File: src/rtl/tcdm2axi_pkg.sv
// Shared FSM state type and AXI4 encodings used by the TCDM-to-AXI bridge.
package tcdm2axi_pkg;

   typedef enum logic [2:0] {
      StIdle,
      StWrReq,
      StWrResp,
      StRdReq,
      StRdResp,
      StRsp
   } state_e;

   localparam logic [2:0] SIZE_WORD   = 3'b010;
   localparam logic [1:0] BURST_INCR  = 2'b01;

   localparam logic [1:0] RESP_OKAY   = 2'b00;
   localparam logic [1:0] RESP_EXOKAY = 2'b01;
   localparam logic [1:0] RESP_SLVERR = 2'b10;
   localparam logic [1:0] RESP_DECERR = 2'b11;

endpackage

File: src/rtl/tcdm2axi_bridge.sv
// Bridges single TCDM word accesses onto single-beat AXI4 transactions,
// one transaction outstanding at a time.
module tcdm2axi_bridge
   import tcdm2axi_pkg::*;
#(
   parameter int unsigned                AXI_ADDR_WIDTH = 64,
   parameter int unsigned                AXI_DATA_WIDTH = 64,
   parameter int unsigned                AXI_ID_WIDTH   = 6,
   parameter int unsigned                AXI_USER_WIDTH = 6,
   parameter logic [AXI_ID_WIDTH-1:0]    AXI_ID         = '0
) (
   input  logic                          clk_i,
   input  logic                          rst_i,
   // TCDM slave port
   input  logic                          tcdm_req_i,
   input  logic [31:0]                   tcdm_add_i,
   input  logic                          tcdm_wen_i,
   input  logic [31:0]                   tcdm_wdata_i,
   input  logic [3:0]                    tcdm_be_i,
   output logic                          tcdm_gnt_o,
   output logic                          tcdm_r_valid_o,
   output logic [31:0]                   tcdm_r_rdata_o,
   // AXI write address channel
   output logic [AXI_ID_WIDTH-1:0]       aw_id_o,
   output logic [AXI_ADDR_WIDTH-1:0]     aw_addr_o,
   output logic [7:0]                    aw_len_o,
   output logic [2:0]                    aw_size_o,
   output logic [1:0]                    aw_burst_o,
   output logic                          aw_lock_o,
   output logic [3:0]                    aw_cache_o,
   output logic [2:0]                    aw_prot_o,
   output logic [3:0]                    aw_qos_o,
   output logic [3:0]                    aw_region_o,
   output logic [5:0]                    aw_atop_o,
   output logic [AXI_USER_WIDTH-1:0]     aw_user_o,
   output logic                          aw_valid_o,
   input  logic                          aw_ready_i,
   // AXI write data channel
   output logic [AXI_DATA_WIDTH-1:0]     w_data_o,
   output logic [AXI_DATA_WIDTH/8-1:0]   w_strb_o,
   output logic                          w_last_o,
   output logic [AXI_USER_WIDTH-1:0]     w_user_o,
   output logic                          w_valid_o,
   input  logic                          w_ready_i,
   // AXI write response channel
   input  logic [AXI_ID_WIDTH-1:0]       b_id_i,
   input  logic [1:0]                    b_resp_i,
   input  logic [AXI_USER_WIDTH-1:0]     b_user_i,
   input  logic                          b_valid_i,
   output logic                          b_ready_o,
   // AXI read address channel
   output logic [AXI_ID_WIDTH-1:0]       ar_id_o,
   output logic [AXI_ADDR_WIDTH-1:0]     ar_addr_o,
   output logic [7:0]                    ar_len_o,
   output logic [2:0]                    ar_size_o,
   output logic [1:0]                    ar_burst_o,
   output logic                          ar_lock_o,
   output logic [3:0]                    ar_cache_o,
   output logic [2:0]                    ar_prot_o,
   output logic [3:0]                    ar_qos_o,
   output logic [3:0]                    ar_region_o,
   output logic [AXI_USER_WIDTH-1:0]     ar_user_o,
   output logic                          ar_valid_o,
   input  logic                          ar_ready_i,
   // AXI read data channel
   input  logic [AXI_ID_WIDTH-1:0]       r_id_i,
   input  logic [AXI_DATA_WIDTH-1:0]     r_data_i,
   input  logic [1:0]                    r_resp_i,
   input  logic                          r_last_i,
   input  logic [AXI_USER_WIDTH-1:0]     r_user_i,
   input  logic                          r_valid_i,
   output logic                          r_ready_o,
   // Status
   output logic                          busy_o,
   output logic                          err_o
);

   localparam int unsigned NumLanes = AXI_DATA_WIDTH / 32;
   localparam int unsigned LaneW    = (NumLanes > 1) ? $clog2(NumLanes) : 1;
   localparam int unsigned StrbW    = AXI_DATA_WIDTH / 8;

   state_e      state_q, state_d;
   logic [31:0] add_q, add_d;
   logic [31:0] wdata_q, wdata_d;
   logic [3:0]  be_q, be_d;
   logic        wen_q, wen_d;
   logic        aw_done_q, aw_done_d;
   logic        w_done_q, w_done_d;
   logic        err_q, err_d;
   logic [31:0] rdata_q, rdata_d;

   logic [LaneW-1:0] lane;
   logic [StrbW-1:0] strb_base;

   // A 32-bit AXI bus has a single lane and no lane bits in the address.
   if (NumLanes > 1) begin : g_lane
      assign lane = add_q[LaneW+1:2];
   end else begin : g_no_lane
      assign lane = '0;
   end

   assign strb_base = StrbW'(be_q);

   assign aw_id_o     = AXI_ID;
   assign aw_addr_o   = AXI_ADDR_WIDTH'(add_q);
   assign aw_len_o    = 8'd0;
   assign aw_size_o   = SIZE_WORD;
   assign aw_burst_o  = BURST_INCR;
   assign aw_lock_o   = 1'b0;
   assign aw_cache_o  = 4'd0;
   assign aw_prot_o   = 3'd0;
   assign aw_qos_o    = 4'd0;
   assign aw_region_o = 4'd0;
   assign aw_atop_o   = 6'd0;
   assign aw_user_o   = '0;

   assign w_data_o    = {NumLanes{wdata_q}};
   assign w_strb_o    = strb_base << {lane, 2'b00};
   assign w_last_o    = 1'b1;
   assign w_user_o    = '0;

   assign ar_id_o     = AXI_ID;
   assign ar_addr_o   = AXI_ADDR_WIDTH'(add_q);
   assign ar_len_o    = 8'd0;
   assign ar_size_o   = SIZE_WORD;
   assign ar_burst_o  = BURST_INCR;
   assign ar_lock_o   = 1'b0;
   assign ar_cache_o  = 4'd0;
   assign ar_prot_o   = 3'd0;
   assign ar_qos_o    = 4'd0;
   assign ar_region_o = 4'd0;
   assign ar_user_o   = '0;

   assign busy_o = (state_q != StIdle);

   // IDs, user bits, rlast and the low response bit carry no information here.
   logic unused_inputs;
   assign unused_inputs = ^{b_id_i, b_user_i, b_resp_i[0], r_id_i, r_user_i, r_last_i,
                            r_resp_i[0]};

   always_comb begin
      state_d        = state_q;
      add_d          = add_q;
      wdata_d        = wdata_q;
      be_d           = be_q;
      wen_d          = wen_q;
      aw_done_d      = aw_done_q;
      w_done_d       = w_done_q;
      err_d          = err_q;
      rdata_d        = rdata_q;
      tcdm_gnt_o     = 1'b0;
      tcdm_r_valid_o = 1'b0;
      tcdm_r_rdata_o = '0;
      aw_valid_o     = 1'b0;
      w_valid_o      = 1'b0;
      b_ready_o      = 1'b0;
      ar_valid_o     = 1'b0;
      r_ready_o      = 1'b0;
      err_o          = 1'b0;

      unique case (state_q)
         StIdle: begin
            tcdm_gnt_o = tcdm_req_i && !rst_i;
            if (tcdm_req_i) begin
               add_d     = tcdm_add_i;
               wdata_d   = tcdm_wdata_i;
               be_d      = tcdm_be_i;
               wen_d     = tcdm_wen_i;
               aw_done_d = 1'b0;
               w_done_d  = 1'b0;
               state_d   = tcdm_wen_i ? StRdReq : StWrReq;
            end
         end
         StWrReq: begin
            aw_valid_o = !aw_done_q;
            w_valid_o  = !w_done_q;
            if (aw_valid_o && aw_ready_i) aw_done_d = 1'b1;
            if (w_valid_o && w_ready_i)   w_done_d  = 1'b1;
            if (aw_done_d && w_done_d)    state_d   = StWrResp;
         end
         StWrResp: begin
            b_ready_o = 1'b1;
            if (b_valid_i) begin
               err_d   = b_resp_i[1];
               state_d = StRsp;
            end
         end
         StRdReq: begin
            ar_valid_o = 1'b1;
            if (ar_ready_i) state_d = StRdResp;
         end
         StRdResp: begin
            r_ready_o = 1'b1;
            if (r_valid_i) begin
               err_d   = r_resp_i[1];
               rdata_d = r_data_i[{lane, 5'b00000} +: 32];
               state_d = StRsp;
            end
         end
         StRsp: begin
            tcdm_r_valid_o = 1'b1;
            tcdm_r_rdata_o = wen_q ? rdata_q : 32'd0;
            err_o          = err_q;
            state_d        = StIdle;
         end
         default: state_d = StIdle;
      endcase
   end

   always_ff @(posedge clk_i) begin
      if (rst_i) begin
         state_q   <= StIdle;
         add_q     <= '0;
         wdata_q   <= '0;
         be_q      <= '0;
         wen_q     <= 1'b0;
         aw_done_q <= 1'b0;
         w_done_q  <= 1'b0;
         err_q     <= 1'b0;
         rdata_q   <= '0;
      end else begin
         state_q   <= state_d;
         add_q     <= add_d;
         wdata_q   <= wdata_d;
         be_q      <= be_d;
         wen_q     <= wen_d;
         aw_done_q <= aw_done_d;
         w_done_q  <= w_done_d;
         err_q     <= err_d;
         rdata_q   <= rdata_d;
      end
   end

endmodule

File: config.mk
export PLATFORM = sky130hd
export DESIGN_NAME = tcdm2axi_bridge
export DESIGN_NICKNAME = d
export VERILOG_FILES = /design/src/rtl/tcdm2axi_pkg.sv /design/src/rtl/tcdm2axi_bridge.sv
export SDC_FILE = /design/constraint.sdc
export NUM_CORES = 1
export LEC_CHECK = 0
export BUFFER_PORTS_ARGS = -buffer_cell sky130_fd_sc_hd__buf_2
export CORE_AREA = 5 5 192 194
export DETAILED_ROUTE_END_ITERATION = 8
export DIE_AREA = 0 0 197 199
export GPL_TIMING_DRIVEN = 0
export PLACE_DENSITY = 0.52
export SLEW_MARGIN = 30
export SYNTH_ARGS = -nofsm -noshare
export SYNTH_HDL_FRONTEND = slang
export SYNTH_SLANG_ARGS = --single-unit
File: constraint.sdc
create_clock -name clk_i -period 3.05 [get_ports clk_i]
set_clock_uncertainty 0.15 [all_clocks]
set_input_delay 0.7625 -clock clk_i [delete_from_list [all_inputs] [get_ports clk_i]]
set_output_delay 0.7625 -clock clk_i [all_outputs]
set_load 0.01 [all_outputs]
==> After elaboration in Yosys (flattened, before gate mapping) <==
Index checks and enable logic that the tools add are counted.
{ "totals": {"ff_bits": 107} }
{ "op_classes": {"n_eq_ne": 10, "shifts": 2, "mux": 27, "n_reduce_logical": 16} }
{ "op_table": {"columns": ["operator", "count"], "rows": [
  ["32-bit two-way mux", 2],
  ["64-bit by 7-bit variable part select with 32-bit output", 1],
  ["1-bit two-way mux", 15],
  ["3-bit two-way mux", 5],
  ["3-bit case mux with 5 select lines", 1],
  ["2-bit != test, second input constant", 5],
  ["4-bit by 3-bit left shift with 8-bit output", 1],
  ["3-bit by 2-bit == test with 1-bit output, second input constant", 2],
  ["3-bit == test, second input constant", 2],
  ["1-bit case mux with 2 select lines", 3],
  ["2-bit AND reduction", 3],
  ["5-bit AND reduction", 1],
  ["1-bit logical AND", 4],
  ["2-bit nonzero test", 2],
  ["3-bit by 1-bit == test with 1-bit output, second input constant", 1],
  ["1-bit logical NOT", 3],
  ["3-bit logical NOT", 1],
  ["3-bit AND reduction", 1],
  ["3-bit nonzero test", 1],
  ["2-bit two-way mux", 1]
]} }

==> Depth between registers and ports, before layout <==
{ "logic_depth": {"ltp_word": 7, "mapped_depth": 8} }

==> Worst setup path before layout <==
OpenSTA, ideal clock, no wires.
{ "synth_path": {"path_type": "input to output", "startpoint": "input rst_i", "endpoint": "output tcdm_gnt_o", "arrival_time_ps": 1415, "required_time_ps": 2138, "path_slack_ps": 723, "stages": 3, "n_path_buf": 2, "cell_sequence": "clkbuf_1 -> clkbuf_1 -> nor2_1"} }
{ "synth_between": {"elab_chain_cells": 3} }
{ "synth_lines": {"columns": ["item", "line_no", "rtl"], "rows": [
  ["start: declaration", "tcdm2axi_bridge.sv:13", "input logic rst_i,"],
  ["1-bit logical NOT", "tcdm2axi_bridge.sv:163", "tcdm_gnt_o = tcdm_req_i && !rst_i;"],
  ["1-bit logical AND", "tcdm2axi_bridge.sv:163", null],
  ["1-bit two-way mux", "tcdm2axi_bridge.sv:161", "unique case (state_q)"],
  ["end: declaration", "tcdm2axi_bridge.sv:20", "output logic tcdm_gnt_o,"]
]} }
Every way passes these cells.

==> Worst setup path in the final report <==
{ "layout_path": {"startpoint": "register state_q[2]", "endpoint": "output tcdm_r_rdata_o[6]"} }
{ "layout_between": {"elab_chain_cells": 2} }
{ "layout_lines": {"columns": ["item", "line_no", "rtl"], "rows": [
  ["start: declaration", "tcdm2axi_bridge.sv:82", "state_e state_q, state_d;"],
  ["start signal: assignment", "tcdm2axi_bridge.sv:212", "state_q <= StIdle;"],
  ["start signal: assignment", "tcdm2axi_bridge.sv:222", "state_q <= state_d;"],
  ["3-bit == test", "tcdm2axi_bridge.sv:161", null],
  ["32-bit two-way mux", "tcdm2axi_bridge.sv:161", null],
  ["end: declaration", "tcdm2axi_bridge.sv:22", "output logic [31:0] tcdm_r_rdata_o,"]
]} }
Every way passes these cells.

==> flow_summary.ini <==
[synth]
yosys_warnings = 0
synth_cells = 767
seq_area_frac_synth = 0.3354
synthesis.area_um2 = 6386
yosys.cell_types.count = 32
yosys_register_bits = 107
avgSynthCellArea_um2 = 8.326

[route]
wl_per_cell_um = 13.39
drc_errors = 0
drt_wl_total_um = 23000
drtIter0Drc = 108
first_pass_iters = 4
via_per_inst = 3.431
drtAntennaViolNets = 0
num_vias = 5894

[timing]
slew_headroom = 0.4527
min_period_over_period = 0.9329
rsz0062_at_grt = false
setup_tns_ns = 0
fin_crit_ns = 2.845
worst_pin_slew_ns = 0.8210
max_freq_mhz = 351.5
hold_viol = 0
setup_violations = 0
slew_violations = 0

[pwr]
p_sw_w = 0.001764
power_w = 0.004739
seqPwrFrac = 0.366
p_int_w = 0.002975
vdd_drop_max_uv = 240.1
p_leak_nw = 5.024
swShare = 0.3722
power_density_nw_per_um2 = 502.1
clkPwrFrac = 0.245
comb_power_share = 0.389

[clocking]
clkSinkCount = 107
clockBufferDepth = 2
worst_skew_pair.late_latency_ns = 0.36
htreeDepth = 3
cts_setup_buffers = 0
numCtsBuffers = 9
path_clk_slew_ns = 0.08
cts_root_buffer = clkbuf_16
cts_tree = built

[layout]
syn_to_final_growth_pct = 47.79
finalNetCount = 1422
drive_gt1_frac = 0.5099
mostFrequentLayoutCell = buf_2
final_cell_area_um2 = 9438
final_cell_mix = buf_2, buf_4, conb_1
diodes = 0

[critical_path]
path_delay_family = simple AND/OR/NAND/NOR gates
cp_slowest_stage_delay_ns = 0.48
r2r_start = add_q[2]
worstPathArrival_ns = 1.93
r2r_end = rdata_q[26]
end_kind = output port
cp_max_fo = 10
reg2regPathDepth = 4
regToRegSetupSlack_ns = 0.79
crit_slowest_cell = dfxtp_1
crit_type = reg2out
cp_cell_sequence = nor2b_4 -> and3_2 -> clkbuf_2 -> and2_1 -> buf_2
worstPathBufferInverterCount = 2
critPathLaunchType = flip-flop
required_ns = 2.14

[hold_path]
min_from = be_q[3]
hold_path_end = be_q[3]
hold_path_class = reg2reg
hold_depth = 2

[run]
maxCapViolCount = 0

[floorplanning]
fp.dieH_um = 199
initial_core_util = 0.1822
io_pins = 506
dieArea_um2 = 39200
die_w_um = 197
coreArea_um2 = 35050
row_count = 69

[grt]
grt_pass1_vias = 5917
grt_max_degree = 19
antenna_found_initial = 2
grt-ovfl-total = 0
track_usage = 0.1091
grt_pass1_wl_um = 33240

[placement]
dpl.hpwl_um = 19140
place_area_um2 = 9144
io_buffers = 318
gp_congestion = 0.7417

[run_status]
outcome = finished clean
## worst max path at each step
stage | from | endpoint | slack [ns] | cells after the start
finish | state_q[2] | tcdm_r_rdata_o[6] | 0.20 | 5
global placement | rst_i | wdata_q[31] | -0.21 | 4
CTS | state_q[2] | tcdm_r_rdata_o[16] | 0.08 | 5
floorplan | rst_i | tcdm_gnt_o | 0.72 | 3
detailed placement | rst_i | be_q[2] | -0.28 | 4
global route | state_q[1] | tcdm_gnt_o | 0.02 | 6
## stage by stage
step	instances	util	hold slack [ns]	setup slack (ns)
2_1_floorplan	924	-	0.2819	0.7229
3_3_place_gp	1703	0.2609	0.2988	-0.2130
3_5_place_dp	1703	0.2609	0.3069	-0.2768
4_1_cts	1718	0.2689	0.3172	0.07816
5_1_grt	1718	0.2693	0.3345	0.02261
6_report	1718	0.2693	0.3159	0.2047
## kinds of logic (layout without fill, tap and decap cells)
family / Yosys count / after routing / share of synthesized area
DFF: 107 / 107 / 0.3354
and+or+nand+nor: 239 / 239 / 0.1757
muxes: 36 / 36 / 0.05662
AOI/OAI and AO/OA: 113 / 113 / 0.1258
buffers and inverters: 270 / 603 / 0.3052
other: 2 / 159 / 0.001176
## repair_timing
item	4_1_cts	5_1_grt
endpoints found under the hold margin	0	0
endpoints found under the setup margin	39	22
gates resized for setup	5	6
hold buffers	0	0
pin swaps	0	0
## final cells by class
class                           instances  area, um^2
Timing Repair Buffer                  318        1592
Multi-Input combinational cell        547        2900
Tap cell                              461       576.8
Clock inverter                          6       47.55
Inverter                                3       11.26
Clock buffer                           10       229.0
Sequential cell                       107        2142
Buffer                                266        1939
Fill cell                            3867       25610
## worst min-delay path: cells and delay by family (launching register included)
kind	cells	cell delay, ns
compound gates	1	0.05
simple gates	1	0.05
flops	1	0.31
## cell usage after synthesis, drive strengths merged
cell type | number | area share
a211oi | 32 | 0.060
a21oi | 71 | 0.056
a221o | 1 | 0.0016
a2bb2oi | 1 | 0.0014
a32oi | 2 | 0.0027
and2 | 40 | 0.040
and3 | 3 | 0.0029
buf | 242 | 0.29
clkbuf | 25 | 0.015
conb | 2 | 0.0012
dfxtp | 107 | 0.34
inv | 3 | 0.0018
mux2 | 1 | 0.0018
mux2i | 35 | 0.055
nand2 | 141 | 0.083
nand2b | 1 | 0.00098
nor2 | 44 | 0.037
nor2b | 6 | 0.0059
nor3 | 1 | 0.0016
nor3b | 2 | 0.0041
o21ai | 5 | 0.0039
o22ai | 1 | 0.00098
or3 | 1 | 0.00098
## per-layer routing
metal / GRT usage / part of all wire
met1: 0.1263 / 0.40
met2: 0.1989 / 0.51
met3: 0.03896 / 0.088
met4: 0.01412 / 0.0049
met5: 0 / 0.00057
## power by group through the flow
stage,sequential [W],combinational (W),clock [W]
detailed placement,0.00177,0.00187,0
global route,0.00177,0.00206,0.00128
global placement,0.00176,0.00186,0
CTS,0.00174,0.00188,0.00123
finish,0.00173,0.00184,0.00116
floorplan,0.00178,0.00116,0
## state kept, by name, indices dropped and copies added (netlist names)
signal / flops
be_q: 4
rdata_q: 32
err_q: 1
aw_done_q: 1
wen_q: 1
wdata_q: 32
add_q: 32
state_q: 3
w_done_q: 1
Power figures use the tool's default switching activity.
